**src/rtl/mem_arb_pkg.sv**
```systemverilog
// Shared types and constants for the unified-memory port arbiter.
// Holds the FSM encoding plus the fetch NOP and watchdog defaults.
package mem_arb_pkg;

  typedef enum logic [2:0] {
    IDLE   = 3'd0,
    WAIT_D = 3'd1,
    WAIT_I = 3'd2,
    RESP_D = 3'd3,
    RESP_I = 3'd4
  } arb_state_e;

  localparam logic [31:0] DEF_NOP_INSTR = 32'h0000_0013;
  localparam int          DEF_TIMEOUT   = 255;

endpackage

```
**src/rtl/mem_arb_wdog.sv**
```systemverilog
// Transaction watchdog: counts WAIT cycles, flags the last allowed one.
// Clear has priority over enable.
module mem_arb_wdog
  import mem_arb_pkg::*;
#(
  parameter int TIMEOUT = DEF_TIMEOUT
) (
  input  logic clk_i,
  input  logic rst_ni,
  input  logic clr_i,
  input  logic en_i,
  output logic expire_o
);

  localparam int CW = $clog2(TIMEOUT + 1);

  logic [CW-1:0] cnt_q, cnt_d;

  always_comb begin
    cnt_d = cnt_q;
    if (clr_i)
      cnt_d = '0;
    else if (en_i)
      cnt_d = cnt_q + CW'(1);
  end

  always_ff @(posedge clk_i or negedge rst_ni) begin
    if (!rst_ni)
      cnt_q <= '0;
    else
      cnt_q <= cnt_d;
  end

  assign expire_o = (cnt_q == CW'(TIMEOUT - 1));

endmodule

```
**src/rtl/mem_port_arbiter.sv**
```systemverilog
// Arbitrates IF and MEM ports onto one single-port memory.
// Data wins; flushed fetches complete on the bus but are not acked.
module mem_port_arbiter
  import mem_arb_pkg::*;
#(
  parameter int          AW        = 32,
  parameter int          DW        = 32,
  parameter int          TIMEOUT   = DEF_TIMEOUT,
  parameter logic [31:0] NOP_INSTR = DEF_NOP_INSTR
) (
  input  logic          clk_i,
  input  logic          rst_i,
  input  logic          if_req_i,
  input  logic [AW-1:0] if_addr_i,
  input  logic          if_flush_i,
  output logic          if_ack_o,
  output logic [DW-1:0] if_rdata_o,
  input  logic          dm_req_i,
  input  logic          dm_we_i,
  input  logic [AW-1:0] dm_addr_i,
  input  logic [DW-1:0] dm_wdata_i,
  output logic          dm_ack_o,
  output logic [DW-1:0] dm_rdata_o,
  output logic          mem_valid_o,
  output logic          mem_we_o,
  output logic [AW-1:0] mem_addr_o,
  output logic [DW-1:0] mem_wdata_o,
  input  logic [DW-1:0] mem_rdata_i,
  input  logic          mem_ready_i,
  output logic          stall_o,
  output logic          timeout_o,
  output logic          busy_o
);

  arb_state_e    state_q, state_d;
  logic          we_q, we_d;
  logic [AW-1:0] addr_q, addr_d;
  logic [DW-1:0] wdata_q, wdata_d;
  logic [DW-1:0] if_rdata_q, if_rdata_d;
  logic [DW-1:0] dm_rdata_q, dm_rdata_d;
  logic          discard_q, discard_d;
  logic          timeout_q, timeout_d;
  logic          wd_clr, wd_en, wd_expire;

  mem_arb_wdog #(
    .TIMEOUT (TIMEOUT)
  ) u_wdog (
    .clk_i    (clk_i),
    .rst_ni   (rst_i),
    .clr_i    (wd_clr),
    .en_i     (wd_en),
    .expire_o (wd_expire)
  );

  always_comb begin
    state_d    = state_q;
    we_d       = we_q;
    addr_d     = addr_q;
    wdata_d    = wdata_q;
    if_rdata_d = if_rdata_q;
    dm_rdata_d = dm_rdata_q;
    discard_d  = discard_q;
    timeout_d  = timeout_q;
    wd_clr     = 1'b0;
    wd_en      = 1'b0;
    unique case (state_q)
      IDLE: begin
        discard_d = 1'b0;
        if (dm_req_i) begin
          state_d = WAIT_D;
          we_d    = dm_we_i;
          addr_d  = dm_addr_i;
          wdata_d = dm_wdata_i;
          wd_clr  = 1'b1;
        end else if (if_req_i && !if_flush_i) begin
          state_d = WAIT_I;
          we_d    = 1'b0;
          addr_d  = if_addr_i;
          wdata_d = '0;
          wd_clr  = 1'b1;
        end
      end
      WAIT_D: begin
        wd_en = 1'b1;
        if (mem_ready_i) begin
          state_d    = RESP_D;
          dm_rdata_d = we_q ? '0 : mem_rdata_i;
        end else if (wd_expire) begin
          state_d    = RESP_D;
          dm_rdata_d = '0;
          timeout_d  = 1'b1;
        end
      end
      WAIT_I: begin
        wd_en = 1'b1;
        if (if_flush_i)
          discard_d = 1'b1;
        if (mem_ready_i) begin
          state_d    = RESP_I;
          if_rdata_d = mem_rdata_i;
        end else if (wd_expire) begin
          state_d    = RESP_I;
          if_rdata_d = DW'(NOP_INSTR);
          timeout_d  = 1'b1;
        end
      end
      RESP_D: state_d = IDLE;
      RESP_I: begin
        state_d   = IDLE;
        discard_d = 1'b0;
      end
      default: state_d = IDLE;
    endcase
  end

  always_ff @(posedge clk_i or negedge rst_i) begin
    if (!rst_i) begin
      state_q    <= IDLE;
      we_q       <= 1'b0;
      addr_q     <= '0;
      wdata_q    <= '0;
      if_rdata_q <= '0;
      dm_rdata_q <= '0;
      discard_q  <= 1'b0;
      timeout_q  <= 1'b0;
    end else begin
      state_q    <= state_d;
      we_q       <= we_d;
      addr_q     <= addr_d;
      wdata_q    <= wdata_d;
      if_rdata_q <= if_rdata_d;
      dm_rdata_q <= dm_rdata_d;
      discard_q  <= discard_d;
      timeout_q  <= timeout_d;
    end
  end

  assign mem_valid_o = (state_q == WAIT_D) || (state_q == WAIT_I);
  assign mem_we_o    = we_q;
  assign mem_addr_o  = addr_q;
  assign mem_wdata_o = wdata_q;
  assign if_rdata_o  = if_rdata_q;
  assign dm_rdata_o  = dm_rdata_q;
  assign dm_ack_o    = (state_q == RESP_D);
  // A flush landing in the ack cycle itself must also kill the ack.
  assign if_ack_o    = (state_q == RESP_I) && !discard_q && !if_flush_i;
  assign timeout_o   = timeout_q;
  assign busy_o      = (state_q != IDLE);
  assign stall_o     = (dm_req_i & ~dm_ack_o)
                     | (if_req_i & ~if_ack_o & ~if_flush_i);

endmodule

```
**config.mk**
```make
export PLATFORM = sky130hd
export DESIGN_NAME = mem_port_arbiter
export DESIGN_NICKNAME = d
export VERILOG_FILES = /design/src/rtl/mem_arb_pkg.sv /design/src/rtl/mem_arb_wdog.sv /design/src/rtl/mem_port_arbiter.sv
export SDC_FILE = /design/constraint.sdc
export NUM_CORES = 1
export LEC_CHECK = 0
export ABC_AREA = 1
export CAP_MARGIN = 20
export CORE_ASPECT_RATIO = 0.75
export CORE_MARGIN = 3
export CORE_UTILIZATION = 43
export DETAILED_ROUTE_END_ITERATION = 8
export PLACE_DENSITY = 0.78
export SLEW_MARGIN = 0
export SYNTH_ARGS = -nofsm -noshare
export SYNTH_HDL_FRONTEND = slang
export SYNTH_HIERARCHICAL = 1
export SYNTH_SLANG_ARGS = --single-unit
```
**constraint.sdc**
```tcl
create_clock -name clk_i -period 2.5 [get_ports clk_i]
set_clock_uncertainty 0.1 [all_clocks]
set_input_delay 0.375 -clock clk_i [delete_from_list [all_inputs] [get_ports clk_i]]
set_output_delay 0.375 -clock clk_i [all_outputs]
set_load 0.05 [all_outputs]
```
==> Word level (Yosys, flattened, before mapping) <==
Cells that the tools add are included.
{ "word_totals": {"regBits": 142, "in_bits": 135, "out_inout_bits": 135, "wordCells": 73} }
{ "op_classes": {"addsub": 1, "eq_ne": 9, "mux": 26, "bitwise_logic": 8, "reduce_logical": 20} }
{ "op_table": {"columns": ["cell", "n"], "rows": [
  ["32-bit two-way mux", 9],
  ["3-bit two-way mux", 6],
  ["8-bit two-way mux", 2],
  ["3-bit case mux with 3 select lines", 1],
  ["8-bit by 1-bit adder with 8-bit output, second input constant", 1],
  ["8-bit equality test, second input constant", 1],
  ["2-bit AND reduction", 4],
  ["2-bit nonzero test", 4],
  ["1-bit two-way mux", 7],
  ["3-bit by 2-bit equality test with 1-bit output, second input constant", 2],
  ["3-bit by 2-bit != test with 1-bit output, second input constant", 2],
  ["3-bit AND reduction", 2],
  ["1-bit inverter", 4],
  ["2-bit OR reduction", 2],
  ["1-bit bitwise AND", 3],
  ["3-bit by 1-bit equality test with 1-bit output, second input constant", 1],
  ["3-bit equality test, second input constant", 1],
  ["1-bit logical AND", 3],
  ["3-bit zero test", 1],
  ["3-bit != test, second input constant", 1],
  ["3-bit nonzero test", 1],
  ["1-bit zero test", 2],
  ["2-bit != test, second input constant", 1],
  ["1-bit case mux with 2 select lines", 1],
  ["2 further kinds", 2]
]} }

==> Logic depth before layout (Yosys ltp) <==
{ "depth": {"word_depth": 7, "ltp_mapped": 12, "mapped_depth_nobuf": 11} }

==> Hierarchy <==
Netlist, hierarchy kept.
{ "modules_own_cells": {"columns": ["mod", "n_inst", "cells_per_inst", "area_per_inst_um2", "seq_area_each_um2"], "rows": [
  ["mem_port_arbiter", 1, 706, 5830.6, 3353.2],
  ["mem_arb_wdog", 1, 59, 466.7, 200.2]
]} }

==> Least setup slack after synthesis <==
OpenSTA, ideal clock, no wires.
{ "synth_path": {"kind": "reg2out", "startpoint": "register state_q[0]", "endpoint": "output stall_o", "arrival_ns": 2.218, "t_required_ns": 2.025, "setup_slack_ns": -0.193, "path_stages_with_launch": 4, "n_path_buf": 0, "path_cell_list": "dfrtp_1 inv_1 nor3_1 o22ai_1"} }
{ "synth_between": {"word_cells_on_any_way": 10, "classes_between": "2 x eq/ne; 6 x bitwise; 2 x reduce/logical"} }
{ "synth_lines": {"columns": ["element", "line_no", "rtl"], "rows": [
  ["from (decl)", "mem_port_arbiter.sv:35", "arb_state_e state_q, state_d;"],
  ["from (signal assigned)", "mem_port_arbiter.sv:127", "state_q <= state_d;"],
  ["3-bit by 2-bit equality test with 1-bit output", "mem_port_arbiter.sv:144", "assign dm_ack_o = (state_q == RESP_D);"],
  ["net dm_ack_o", "mem_port_arbiter.sv:22", "output logic dm_ack_o,"],
  ["1-bit inverter", "mem_port_arbiter.sv:149", "assign stall_o = (dm_req_i & ~dm_ack_o)"],
  ["1-bit bitwise AND", "mem_port_arbiter.sv:149", null],
  ["1-bit bitwise OR", "mem_port_arbiter.sv:150", "| (if_req_i & ~if_ack_o & ~if_flush_i);"],
  ["to (decl)", "mem_port_arbiter.sv:30", "output logic stall_o,"]
]} }
The timed path passes the listed nets, and every way through them passes these cells.

==> Worst setup path after layout <==
{ "layout_path": {"startpoint": "register state_q[2]", "endpoint": "output busy_o"} }
{ "layout_between": {"elab_chain_len": 1} }
{ "layout_rtl": {"columns": ["element", "line_no", "rtl"], "rows": [
  ["3-bit nonzero test", "mem_port_arbiter.sv:148", "assign busy_o = (state_q != IDLE);"],
  ["to (decl)", "mem_port_arbiter.sv:32", "output logic busy_o"]
]} }
No other way between the ends.

==> results.ini <==
[sta]
fin_crit_ns=2.366
rsz0062_at_grt=no
tightest_slew_ns=0.6727
finalSetupViolCount=0
relSlewSlack_pct=55.15
slew_viol_final=0
period_share_pct=94.63
hold_viol_final=0
finalSetupTns_ns=0
clock.fmax_mhz=422.7

[run_status]
status=completed

[setup_path]
ff2ff_setup_slack_ns=0.44
crit_path_max_fanout=5
worstSetupStartpoint=state_q[2]$_DFFE_PN0P_
crit_required_ns=2.03
cp-start-kind=flip-flop
timing.rr.start=u_wdog/cnt_q[0]$_DFFE_PN0P_
endpoint_kind=primary output
critPathKind=reg -> out
arrival_ns=1.89

[detailed_routing]
routed_wl_mm=19.29
vias_per_cell=4.980
drtPass1Iterations=5
vias=6101
ant_nets=0
drc=0
dr.first_iter.drc_count=370
avgRoutedWirePerCell_um=15.74

[power_and_ir_drop]
p_switching_mw=7.315
p_int_mw=7.609
power.leakage_nw=4.572
total_power_mw=14.92
seq_power_share_pct=26.3
vdd_drop_max_mv=0.8296
power_density_nw_per_um2=1529
netSwitchingFraction_pct=49.01
comb_power_share_pct=55.7
p_clk_share_pct=18.0

[yosys]
synth_most_common_cell=nand2_1
synth_edf_count=0
synth_flop_cell=dfrtp_1
avgSynthCellArea_um2=8.232
synth_cell_type_count=23
ys_ff_latch=142
synth_nets=902
synth_top_area_share_pct=56.43
syn_area_um2=6297
synthTopCellsByCount=nand2_1, dfrtp_1, nand3_1, o21ai_0, nor2_1
synth_async_sr_flop_share_pct=100.0
synth_area_leader_cell=dfrtp_1
synth_seq_area_share_pct=56.43
netlist_instances=765
synthTopCellsByArea=dfrtp_1, nand2_1, nand3_1
yosysWarningCount=6

[cts]
cts-htree-levels=4
root_buffer=clkbuf_16
cts.clk_slew.worst_paths_ns=0.06
clk_latency_ns=0.41
post-cts-setup-buffers=0
cts_tree=done
numCtsBuffers=17
clockBufferDepth=2
cts_sinks=142

[cells_and_area]
final_area_um2=9758
area_growth_pct=54.96
nets=1154
n_fill_cell=1123
diodes=0
drive_gt1_share_pct=6.117
instances_no_fill=1225

[floorplan]
die_width_um=145.7
num_io_pins=270
rows=37
start_util_pct=44.89
design.die.area_um2=16150
coreArea_um2=14030
die_h_um=110.8

[grt]
grt_pass1_vias=5821
grt_pass1_wl_mm=31.07
grt_antenna_before_repair=0
track_usage_pct=23.59
gr-total-overflow=0
grt_max_degree=66

[hold_path]
hp-class=in -> async

[job]
drv_cap=0

[placement]
placed_cells=1192
place_hpwl_mm=13.66
dpl_cell_area_um2=9123
port_buffers=269
place_congestion=0.8305

-- flip-flops by register name (all words and copies together), names as in the netlist --
name,count
mem_wdata_o,32
state_q,3
u_wdog/cnt_q,8
mem_addr_o,32
dm_rdata_o,32
if_rdata_o,32
mem_we_o,1
timeout_o,1
discard_q,1
-- cell type report --
cell class | count | area (um2) | share of cell area (%)
clock inverter | 12 | 186.4 | 1.911
timing repair buffer | 282 | 2867 | 29.38
tap | 195 | 244.0 | 2.500
sequential | 142 | 3553 | 36.41
multi-input combinational | 554 | 2395 | 24.54
inverter | 20 | 76.32 | 0.7822
clock buffer | 20 | 436.7 | 4.475
-- what timing repair did --
action                                  4_1_cts  5_1_grt
endpoints found under the setup margin        0        1
hold buffers                                  1        0
resized for setup                             0        1
hold endpoints to repair                     37        0
-- cells by family after synthesis --
family / share of synthesized area, %
DFF: 56.43
and+or+nand+nor: 28.99
AOI/OAI and AO/OA: 8.524
adders and majority gates: 0.3973
buffers and inverters: 5.663
-- placed cells by master, fill, tap and decap left out, types with 4 or more instances in the layout --
master	synthesis	layout
o21ai_0	64	64
clkdlybuf4s50_1	0	262
o21ai_1	8	8
dfrtp_1	142	142
nor2_4	4	4
buf_12	0	7
inv_1	16	16
bufinv_16	0	4
clkbuf_16	0	17
nand2_1	315	315
nor2_1	40	39
a21oi_1	34	34
buf_4	8	8
nand3_1	75	75
-- power groups by stage --
stage	combinational [mW]	clock, mW	sequential [mW]
6_report	8.32	2.68	3.93
5_1_grt	8.80	2.80	4.06
4_1_cts	8.39	2.72	3.92
3_5_place_dp	8.37	0	3.93
3_3_place_gp	8.27	0	3.92
2_1_floorplan	2.04	0	7.29
-- final timing paths --
kind,cells after the start,to
worst max-delay path,3,busy_o
worst min-delay path,2,mem_wdata_o[21]$_DFFE_PN0P_
worst max register to register,8,if_rdata_o[2]$_DFFE_PN0P_
worst min register to register,2,mem_wdata_o[12]$_DFFE_PN0P_
max in group asynchronous,3,dm_rdata_o[9]$_DFFE_PN0P_
min in group clk_i,3,state_q[0]$_DFFE_PN0P_
-- per-stage QoR --
step | util, % | setup slack (ns) | hold WS [ns]
2_1_floorplan | - | -0.006108 | -0.02059
3_3_place_gp | 65.03 | 0.4165 | 0.2092
3_5_place_dp | 65.03 | 0.3416 | 0.2104
4_1_cts | 69.55 | 0.06713 | 0.3387
5_1_grt | 69.57 | 0.06220 | 0.3738
6_report | 69.57 | 0.1343 | 0.3421
-- routing by layer --
layer | share of wire, % | global-route usage [%]
met2 | 47 | 37.07
met4 | 1.2 | 5.629
met5 | 0 | 0
met1 | 44 | 31.70
met3 | 8.2 | 8.010
-- critical path: stages, from the launching register on --
cell and delay [ns]:
dfrtp_1 0.38, inv_1 0.12, nand2_1 0.16, clkdlybuf4s50_1 0.84
Note: power is estimated with default switching activity, not from simulation.
